<file path="src/rtl/weight_loader.sv">
// Weight-tile loader: reads one N-row tile from weight memory, shifts it into
// the weight FIFO, then strobes wwrite for N cycles to latch it into the array.
module weight_loader #(
   parameter  int DATA_WIDTH   = 8,
   parameter  int FIFO_INPUTS  = 4,
   parameter  int FIFO_STAGES  = 4,
   parameter  int width_height = 4,
   parameter  int ADDR_WIDTH   = 8,
   localparam int FIFO_WIDTH   = DATA_WIDTH * FIFO_INPUTS
) (
   input  logic                    clk,
   input  logic                    reset,
   input  logic                    start,
   input  logic [ADDR_WIDTH-1:0]   base_addr,
   output logic                    busy,
   output logic                    done,
   output logic                    mem_rd_en,
   output logic [ADDR_WIDTH-1:0]   mem_rd_addr,
   input  logic [FIFO_WIDTH-1:0]   mem_rd_data,
   output logic                    fifo_en,
   output logic [FIFO_WIDTH-1:0]   weightIn,
   output logic [width_height-1:0] wwrite
);

   localparam int             CNT_W = $clog2(width_height) + 1;
   localparam logic [CNT_W-1:0] LAST_ROW = CNT_W'(width_height - 1);

   generate
      if (FIFO_STAGES != width_height || FIFO_INPUTS != width_height) begin : g_cfg_check
         $error("weight_loader: FIFO_STAGES and FIFO_INPUTS must equal width_height");
      end
   endgenerate

   typedef enum logic [2:0] {
      S_IDLE,
      S_FETCH,
      S_DRAIN,
      S_LATCH,
      S_DONE
   } state_t;

   state_t                state, nxt_state;
   logic [CNT_W-1:0]      row_cnt, nxt_cnt;
   logic [ADDR_WIDTH-1:0] base_q, nxt_base, nxt_addr;

   // NOTE: every signal written here gets a default first, so no path leaves
   // one unassigned and no latch is inferred.
   always_comb begin
      nxt_state = state;
      nxt_cnt   = row_cnt;
      nxt_base  = base_q;
      nxt_addr  = '0;
      unique case (state)
         S_IDLE: begin
            if (start) begin
               nxt_state = S_FETCH;
               nxt_cnt   = '0;
               nxt_base  = base_addr;
            end
         end
         S_FETCH: begin
            if (row_cnt == LAST_ROW) begin
               nxt_state = S_DRAIN;
               nxt_cnt   = '0;
            end else begin
               nxt_cnt = row_cnt + 1'b1;
            end
         end
         S_DRAIN: begin
            nxt_state = S_LATCH;
            nxt_cnt   = '0;
         end
         S_LATCH: begin
            if (row_cnt == LAST_ROW) begin
               nxt_state = S_DONE;
               nxt_cnt   = '0;
            end else begin
               nxt_cnt = row_cnt + 1'b1;
            end
         end
         S_DONE:  nxt_state = S_IDLE;
         default: nxt_state = S_IDLE;
      endcase
      // Address wraps naturally at ADDR_WIDTH bits.
      if (nxt_state == S_FETCH) nxt_addr = nxt_base + ADDR_WIDTH'(nxt_cnt);
   end

   // Outputs are registered from the next state so they line up with the
   // state the FSM is in during the same cycle.
   // NOTE: sequential state uses non-blocking assignments so every register
   // samples pre-edge values regardless of statement order.
   always_ff @(posedge clk or negedge reset) begin
      if (!reset) begin
         state       <= S_IDLE;
         row_cnt     <= '0;
         base_q      <= '0;
         busy        <= 1'b0;
         done        <= 1'b0;
         mem_rd_en   <= 1'b0;
         mem_rd_addr <= '0;
         fifo_en     <= 1'b0;
         wwrite      <= '0;
      end else begin
         state       <= nxt_state;
         row_cnt     <= nxt_cnt;
         base_q      <= nxt_base;
         busy        <= (nxt_state == S_FETCH) || (nxt_state == S_DRAIN) ||
                        (nxt_state == S_LATCH);
         done        <= (nxt_state == S_DONE);
         mem_rd_en   <= (nxt_state == S_FETCH);
         mem_rd_addr <= nxt_addr;
         // A row is pushed the cycle after its read; LATCH shifts in zeros.
         fifo_en     <= mem_rd_en || (nxt_state == S_LATCH);
         wwrite      <= (nxt_state == S_LATCH) ? '1 : '0;
      end
   end

   assign weightIn = (fifo_en && (state == S_FETCH || state == S_DRAIN)) ? mem_rd_data : '0;

endmodule
</file>
<file path="config.mk">
export PLATFORM = sky130hd
export DESIGN_NAME = weight_loader
export DESIGN_NICKNAME = d
export VERILOG_FILES = /design/src/rtl/weight_loader.sv
export SDC_FILE = /design/constraint.sdc
export NUM_CORES = 1
export LEC_CHECK = 0
export ABC_AREA = 1
export CORE_UTILIZATION = 30
export CTS_CLUSTER_SIZE = 28
export DETAILED_ROUTE_END_ITERATION = 10
export GPL_TIMING_DRIVEN = 0
export PLACE_DENSITY = 0.75
export SETUP_SLACK_MARGIN = 0.1
export SLEW_MARGIN = 20
export SYNTH_ARGS = -nofsm -noshare
export SYNTH_HDL_FRONTEND = slang
export SYNTH_SLANG_ARGS = --single-unit
export TNS_END_PERCENT = 100
</file>
<file path="constraint.sdc">
create_clock -name clk -period 2.81 [get_ports clk]
set_clock_uncertainty 0.05 [all_clocks]
set_input_delay 0.281 -clock clk [delete_from_list [all_inputs] [get_ports clk]]
set_output_delay 0.281 -clock clk [all_outputs]
set_load 0.005 [all_outputs]
</file>
==> impl_metrics.yaml, run 1 <==
status:
  status: "completed"
global_route:
  grt_start_max_net_pins: 28
  grt_first_pass_wirelength_um: 6820
  track_usage: 0.144
  antenna_found_initial: 0
  grt_pass1_vias: 1491
  grt_overflow: 0
die:
  dieWidth_um: 77.1
  std_cell_rows: 26
  initial_core_util: 0.321
  core_area_um2: 5270
  dieArea_um2: 5940
  io_pins: 91
  die_y_um: 77.1
synthesis:
  syn-instance-count: 238
  yosysTopAreaCell: "dfrtp_1"
  synth-edff-count: 0
  yosysMostFrequentCell: "inv_1"
  syn-cell-area_um2: 1690
  yosys-top-cells-area: "dfrtp_1 (40%), inv_1 (12%), nand2_1 (11%)"
  async_flop_share: 1.00
  synth_cell_types: 26
  yosysSeqAreaShare: 0.400
  syn_avg_cell_area_um2: 7.10
  ys_ff_latch: 27
  syn_nets: 286
  ys_warn_count: 0
  synth_top_area_share: 0.400
  synth_common_cells: "inv_1 (54), nand2_1 (49), nor2_1 (47)"
  ys.flop_type: "dfrtp_1"
power:
  leakage_nw: 1.39
  netSwitchingPower_mw: 1.01
  total_power_mw: 2.46
  p_seq_frac: 0.255
  internal_power_mw: 1.45
  cellPowerDensity_nw_per_um2: 900
  swShare: 0.411
  irDropWorstVdd_mv: 0.414
  p_clk_frac: 0.091
  p_comb_frac: 0.654
drt:
  vias: 1687
  final_antenna_net_count: 0
  drt_iter0_drc: 52
  viasPerCell: 4.19
  routed_wl_um: 4290
  drtPass1Iterations: 4
  drc: 0
  wl_per_cell_um: 10.7
run:
  timing.max_cap.violations: 0
sta:
  tightest_slew_ps: 600
  slew_viol_final: 0
  clock.fmax_mhz: 399
  hold_viol: 0
  setup_viol: 0
  rsz0062_at_grt: "no"
  period_needed_ps: 2500
  final_min_period_over_clock_period: 0.891
  maxSlewHeadroom: 0.600
cts:
  clockRootBuffer: "clkbuf_8"
  cts-htree-levels: 1
  cts.path.max_buffers: 2
  insertion_delay_ps: 270
  cts_tree: "done"
  clkTransAtPathRegs_ps: 100
  cts_buffers: 3
  cts_setup_buffers: 0
  cts_sinks: 27
cells_and_area:
  finish.cell_count_without_fillers: 403
  drive_above_1_share: 0.102
  syn2layout_area_growth_pct: 61.9
  n_antenna_cell: 0
  fin_nets: 382
worst_setup_path:
  path_buf_inv: 2
  cp-end-kind: "flop"
  critPathSlowestCell: "dfrtp_1"
  crit_path_start_kind: "flop"
  crit_chain: "ha_1 > nand2_1 > a21oi_1 > a21oi_1 > ha_1 > inv_1 > fa_1 > inv_1 > nand2_1 > nand2_1 > nand2_2 > nor2_1 > nand3_1 > nand2_1 > nor2_1"
  cp.arrival_ps: 2620
  crit_top_cell: "nand2_1"
  max_stage_delay_ps: 410
  cpLargestDelayFamily: "adder cells"
  critPathMaxFanout: 5
  path_class: "reg -> reg"
  worstPathRequired_ps: 2920
place:
  dp_hpwl_um: 3510
  place_inst: 398
  gp_congestion: 0.799
  io_buffers: 90
hold_path:
  worst_hold_path_type: "reg -> reg"
==> through the flow <==
stage	instance area [um2]	worst slack [ps]	utilization	hold WS [ps]	TNS [ps]
after floorplan	1690	585	-	-64.6	0
after global routing	2740	109	0.519	440	0
after detailed placement	2670	-5.05	0.507	273	-5.05
after global placement	2680	56.0	0.508	401	0
after CTS	2730	254	0.519	432	0
final	2740	305	0.519	423	0
==> routing by layer <==
layer	vias to the layer above	wire length [um]	global-route usage
li1	881	-	-
met3	2	376	0.0381
met5	-	0	0
met2	75	2100	0.264
met1	729	1810	0.166
met4	0	14	0.0340
==> cell type report <==
| cell class | count | area [um2] |
|---|---|---|
| buffer | 7 | 63.8 |
| fill | 527 | 2530 |
| sequential | 27 | 677 |
| tap | 70 | 87.6 |
| clock buffer | 3 | 41.3 |
| timing repair buffer | 91 | 906 |
| clock inverter | 1 | 7.51 |
| multi-input combinational | 145 | 732 |
| inverter | 59 | 221 |
==> worst reg2reg max path, cell delays in order, from the launching register on <==
cell and delay, ps:
dfrtp_1 410, ha_1 230, nand2_1 170, a21oi_1 90, a21oi_1 190, ha_1 230, inv_1 60, fa_1 350
inv_1 100, nand2_1 60, nand2_1 70, nand2_2 60, nor2_1 140, nand3_1 90, nand2_1 60, nor2_1 40
==> cells by family (layout without fill, tap and decap cells) <==
| kind of cell | Yosys count | count (layout) | share of synthesized area |
|---|---|---|---|
| AND/OR/NAND/NOR | 122 | 122 | 0.326 |
| AO/OA/AOI/OAI | 18 | 18 | 0.0659 |
| flip-flops | 27 | 27 | 0.400 |
| buffers and inverters | 66 | 161 | 0.167 |
| adder cells (fa/ha/maj) | 5 | 5 | 0.0415 |
==> what timing repair did <==
| item | 4_1_cts | 5_1_grt |
|---|---|---|
| hold buffers | 1 | 0 |
| endpoints found under the hold margin | 27 | 0 |
| gates resized for setup | 0 | 4 |
| endpoints found under the setup margin | 0 | 2 |
==> flip-flops by register name (all words and copies together) (netlist names) <==
register	count
base_q	8
mem_rd_addr	8
row_cnt	3
state	3
busy	1
done	1
fifo_en	1
mem_rd_en	1
wwrite	1
==> worst paths after layout <==
kind	to	startpoint	cells past startpoint	slack, ps
setup / recovery	mem_rd_addr[6]	row_cnt[0]	15	310
hold / removal	fifo_en	mem_rd_en	1	420
setup reg to reg	mem_rd_addr[6]	row_cnt[0]	15	310
hold reg to reg	fifo_en	mem_rd_en	1	420
max in group asynchronous	state[0]	reset	2	1800
min in group asynchronous	mem_rd_addr[7]	reset	2	490
==> power groups by stage <==
| stage | clock network (mW) | logic (mW) | registers [mW] |
|---|---|---|---|
| after CTS | 0.230 | 1.63 | 0.630 |
| after global placement | 0 | 1.60 | 0.633 |
| after global routing | 0.244 | 1.79 | 0.650 |
| after floorplan | 0 | 0.891 | 0.634 |
| after detailed placement | 0 | 1.62 | 0.638 |
| final | 0.225 | 1.61 | 0.628 |
==> cells in the final DEF, fill, tap and decap left out, types with 2 or more instances in the layout <==
cell type,count
nand2_2,3
nand3_1,6
dfrtp_1,26
nand2_1,49
buf_6,3
nor2_4,3
buf_4,3
ha_1,4
clkdlybuf4s50_1,89
nand4_1,3
a21oi_1,7
nor3_1,4
inv_1,53
or2_2,2
nor2_1,47
nand2_4,2
clkbuf_8,3
o21ai_2,2
o21ai_0,6
inv_2,5
(Power assumes the default switching activity.)
==> run 2, diff against run 1 <==
--- a/config.mk
+++ b/config.mk
@@ -10,7 +10,7 @@
 export CTS_CLUSTER_SIZE = 28
 export DETAILED_ROUTE_END_ITERATION = 10
 export GPL_TIMING_DRIVEN = 0
-export PLACE_DENSITY = 0.75
+export PLACE_DENSITY = 0.72
 export SETUP_SLACK_MARGIN = 0.1
 export SLEW_MARGIN = 20
 export SYNTH_ARGS = -nofsm -noshare
==> impl_metrics.yaml, run 2 (synthesized netlist as in run 1, its figures left out) <==
status:
  status: "completed"
cts:
  clockRootBuffer: "clkbuf_8"
  cts_buffers: 3
  cts_tree: "done"
  cts-htree-levels: 1
  cts.path.max_buffers: 2
  cts_sinks: 27
  insertion_delay_ps: 270
  clkTransAtPathRegs_ps: 90
cells_and_area:
  layout_common_cells: "clkdlybuf4s50_1 (89), inv_1 (53), nand2_1 (49)"
  syn2layout_area_growth_pct: 62.1
  fin_nets: 383
  reg.largest.list: "base_q: 8 flops, mem_rd_addr: 8 flops"
  n_fill_cell: 508
  drive_above_1_share: 0.102
  n_antenna_cell: 0
  layout_commonest_cell: "clkdlybuf4s50_1"
  finish.cell_count_without_fillers: 404
sta:
  hold_viol: 0
  tns_ps: 0
  setup_viol: 0
  rsz0062_at_grt: "no"
  worst_slack_ps: 311
  final_min_period_over_clock_period: 0.889
  holdWs_ps: 427
  period_needed_ps: 2500
  maxSlewHeadroom: 0.610
  clock.fmax_mhz: 400
  slew_viol_final: 0
  tightest_slew_ps: 586
drt:
  wl_per_cell_um: 10.8
  drt_iter0_drc: 35
  final_antenna_net_count: 0
  routed_wl_um: 4350
  drc: 0
  viasPerCell: 4.26
  vias: 1723
  drtPass1Iterations: 4
global_route:
  antenna_found_initial: 0
  grt_start_max_net_pins: 28
  track_usage: 0.145
  grt_overflow: 0
  grt_first_pass_wirelength_um: 7020
  grt_pass1_vias: 1574
worst_setup_path:
  critPathMaxFanout: 10
  worstPathRequired_ps: 2930
  crit_path_start_kind: "input port"
  crit_chain: "clkdlybuf4s50_1 > buf_2 > nand3_4 > or2_2 > o21ai_0 > inv_1 > ha_1 > nand3_1 > nand3_1 > nand2_1 > nor3_1 > nor3_1"
  path_class: "in -> reg"
  max_stage_delay_ps: 470
  cp.arrival_ps: 2620
  r2r_start: "state[0]"
  cp-end-kind: "flop"
  reg2regPathDepth: 11
  r2r_slack_ps: 330
  timing.rr.end: "mem_rd_addr[5]"
  path_buf_inv: 3
  critPathSlowestCell: "clkdlybuf4s50_1"
  cpLargestDelayFamily: "simple AND/OR/NAND/NOR gates"
power:
  leakage_nw: 1.39
  p_seq_frac: 0.254
  swShare: 0.412
  p_comb_frac: 0.658
  netSwitchingPower_mw: 1.02
  p_clk_frac: 0.089
  internal_power_mw: 1.46
  irDropWorstVdd_mv: 0.495
  cellPowerDensity_nw_per_um2: 905
die:
  dieArea_um2: 5940
  initial_core_util: 0.321
  dieWidth_um: 77.1
  std_cell_rows: 26
  die_y_um: 77.1
  core_area_um2: 5270
  io_pins: 91
hold_path:
  min_from: "mem_rd_en"
  worstHoldEndpoint: "fifo_en"
  whs_path_depth: 1
  worst_hold_path_type: "reg -> reg"
place:
  dpl_worst_slack_ps: 20.8
  io_buffers: 90
  place_inst: 398
  dp_hpwl_um: 3550
  gp_congestion: 0.836
run:
  timing.max_cap.violations: 0
## run 2: worst max-delay path by stage
stage	start	endpoint	slack, ps	depth (start not counted)
global placement	start	mem_rd_addr[6]	50	17
CTS	state[1]	mem_rd_addr[6]	300	16
finish	start	mem_rd_addr[5]	310	12
detailed placement	start	mem_rd_addr[6]	20	17
floorplan	state[1]	mem_rd_addr[6]	590	16
global route	start	mem_rd_addr[5]	110	12
## run 2: metrics by stage
stage,total power [mW],util,area (um2)
floorplan,1.53,-,1690
global placement,2.23,0.508,2680
detailed placement,2.27,0.507,2670
CTS,2.51,0.519,2730
global route,2.71,0.520,2740
finish,2.48,0.520,2740
## run 2: power groups by stage
stage / Combinational (mW) / Sequential, mW / Clock [mW]
6_report: 1.63 / 0.629 / 0.220
5_1_grt: 1.82 / 0.650 / 0.246
4_1_cts: 1.64 / 0.631 / 0.235
3_5_place_dp: 1.63 / 0.637 / 0
3_3_place_gp: 1.60 / 0.633 / 0
2_1_floorplan: 0.891 / 0.634 / 0
## run 2: cell type report
class	instances	area, um2	share of cell area
timing repair buffer	92	913	0.333
multi-input combinational	145	732	0.267
sequential	27	676	0.247
inverter	59	221	0.0808
tap	70	87.6	0.0320
buffer	7	61.3	0.0224
clock buffer	3	41.3	0.0151
clock inverter	1	7.51	0.00274
## run 2: repair_timing
action                                  in CTS  in global routing
hold endpoints to repair                    27                  0
gates resized for setup                      0                  1
endpoints found under the setup margin       0                  1
buffers inserted                             0                  1
hold buffers                                 1                  0
## run 2: metal layers
| metal | GRT usage | up-vias | part of all wire |
|---|---|---|---|
| met5 | 0 | - | 0 |
| met4 | 0.0170 | 0 | 0.0030 |
| met3 | 0.0357 | 2 | 0.086 |
| met2 | 0.272 | 71 | 0.49 |
| met1 | 0.169 | 766 | 0.42 |
| li1 | - | 884 | - |
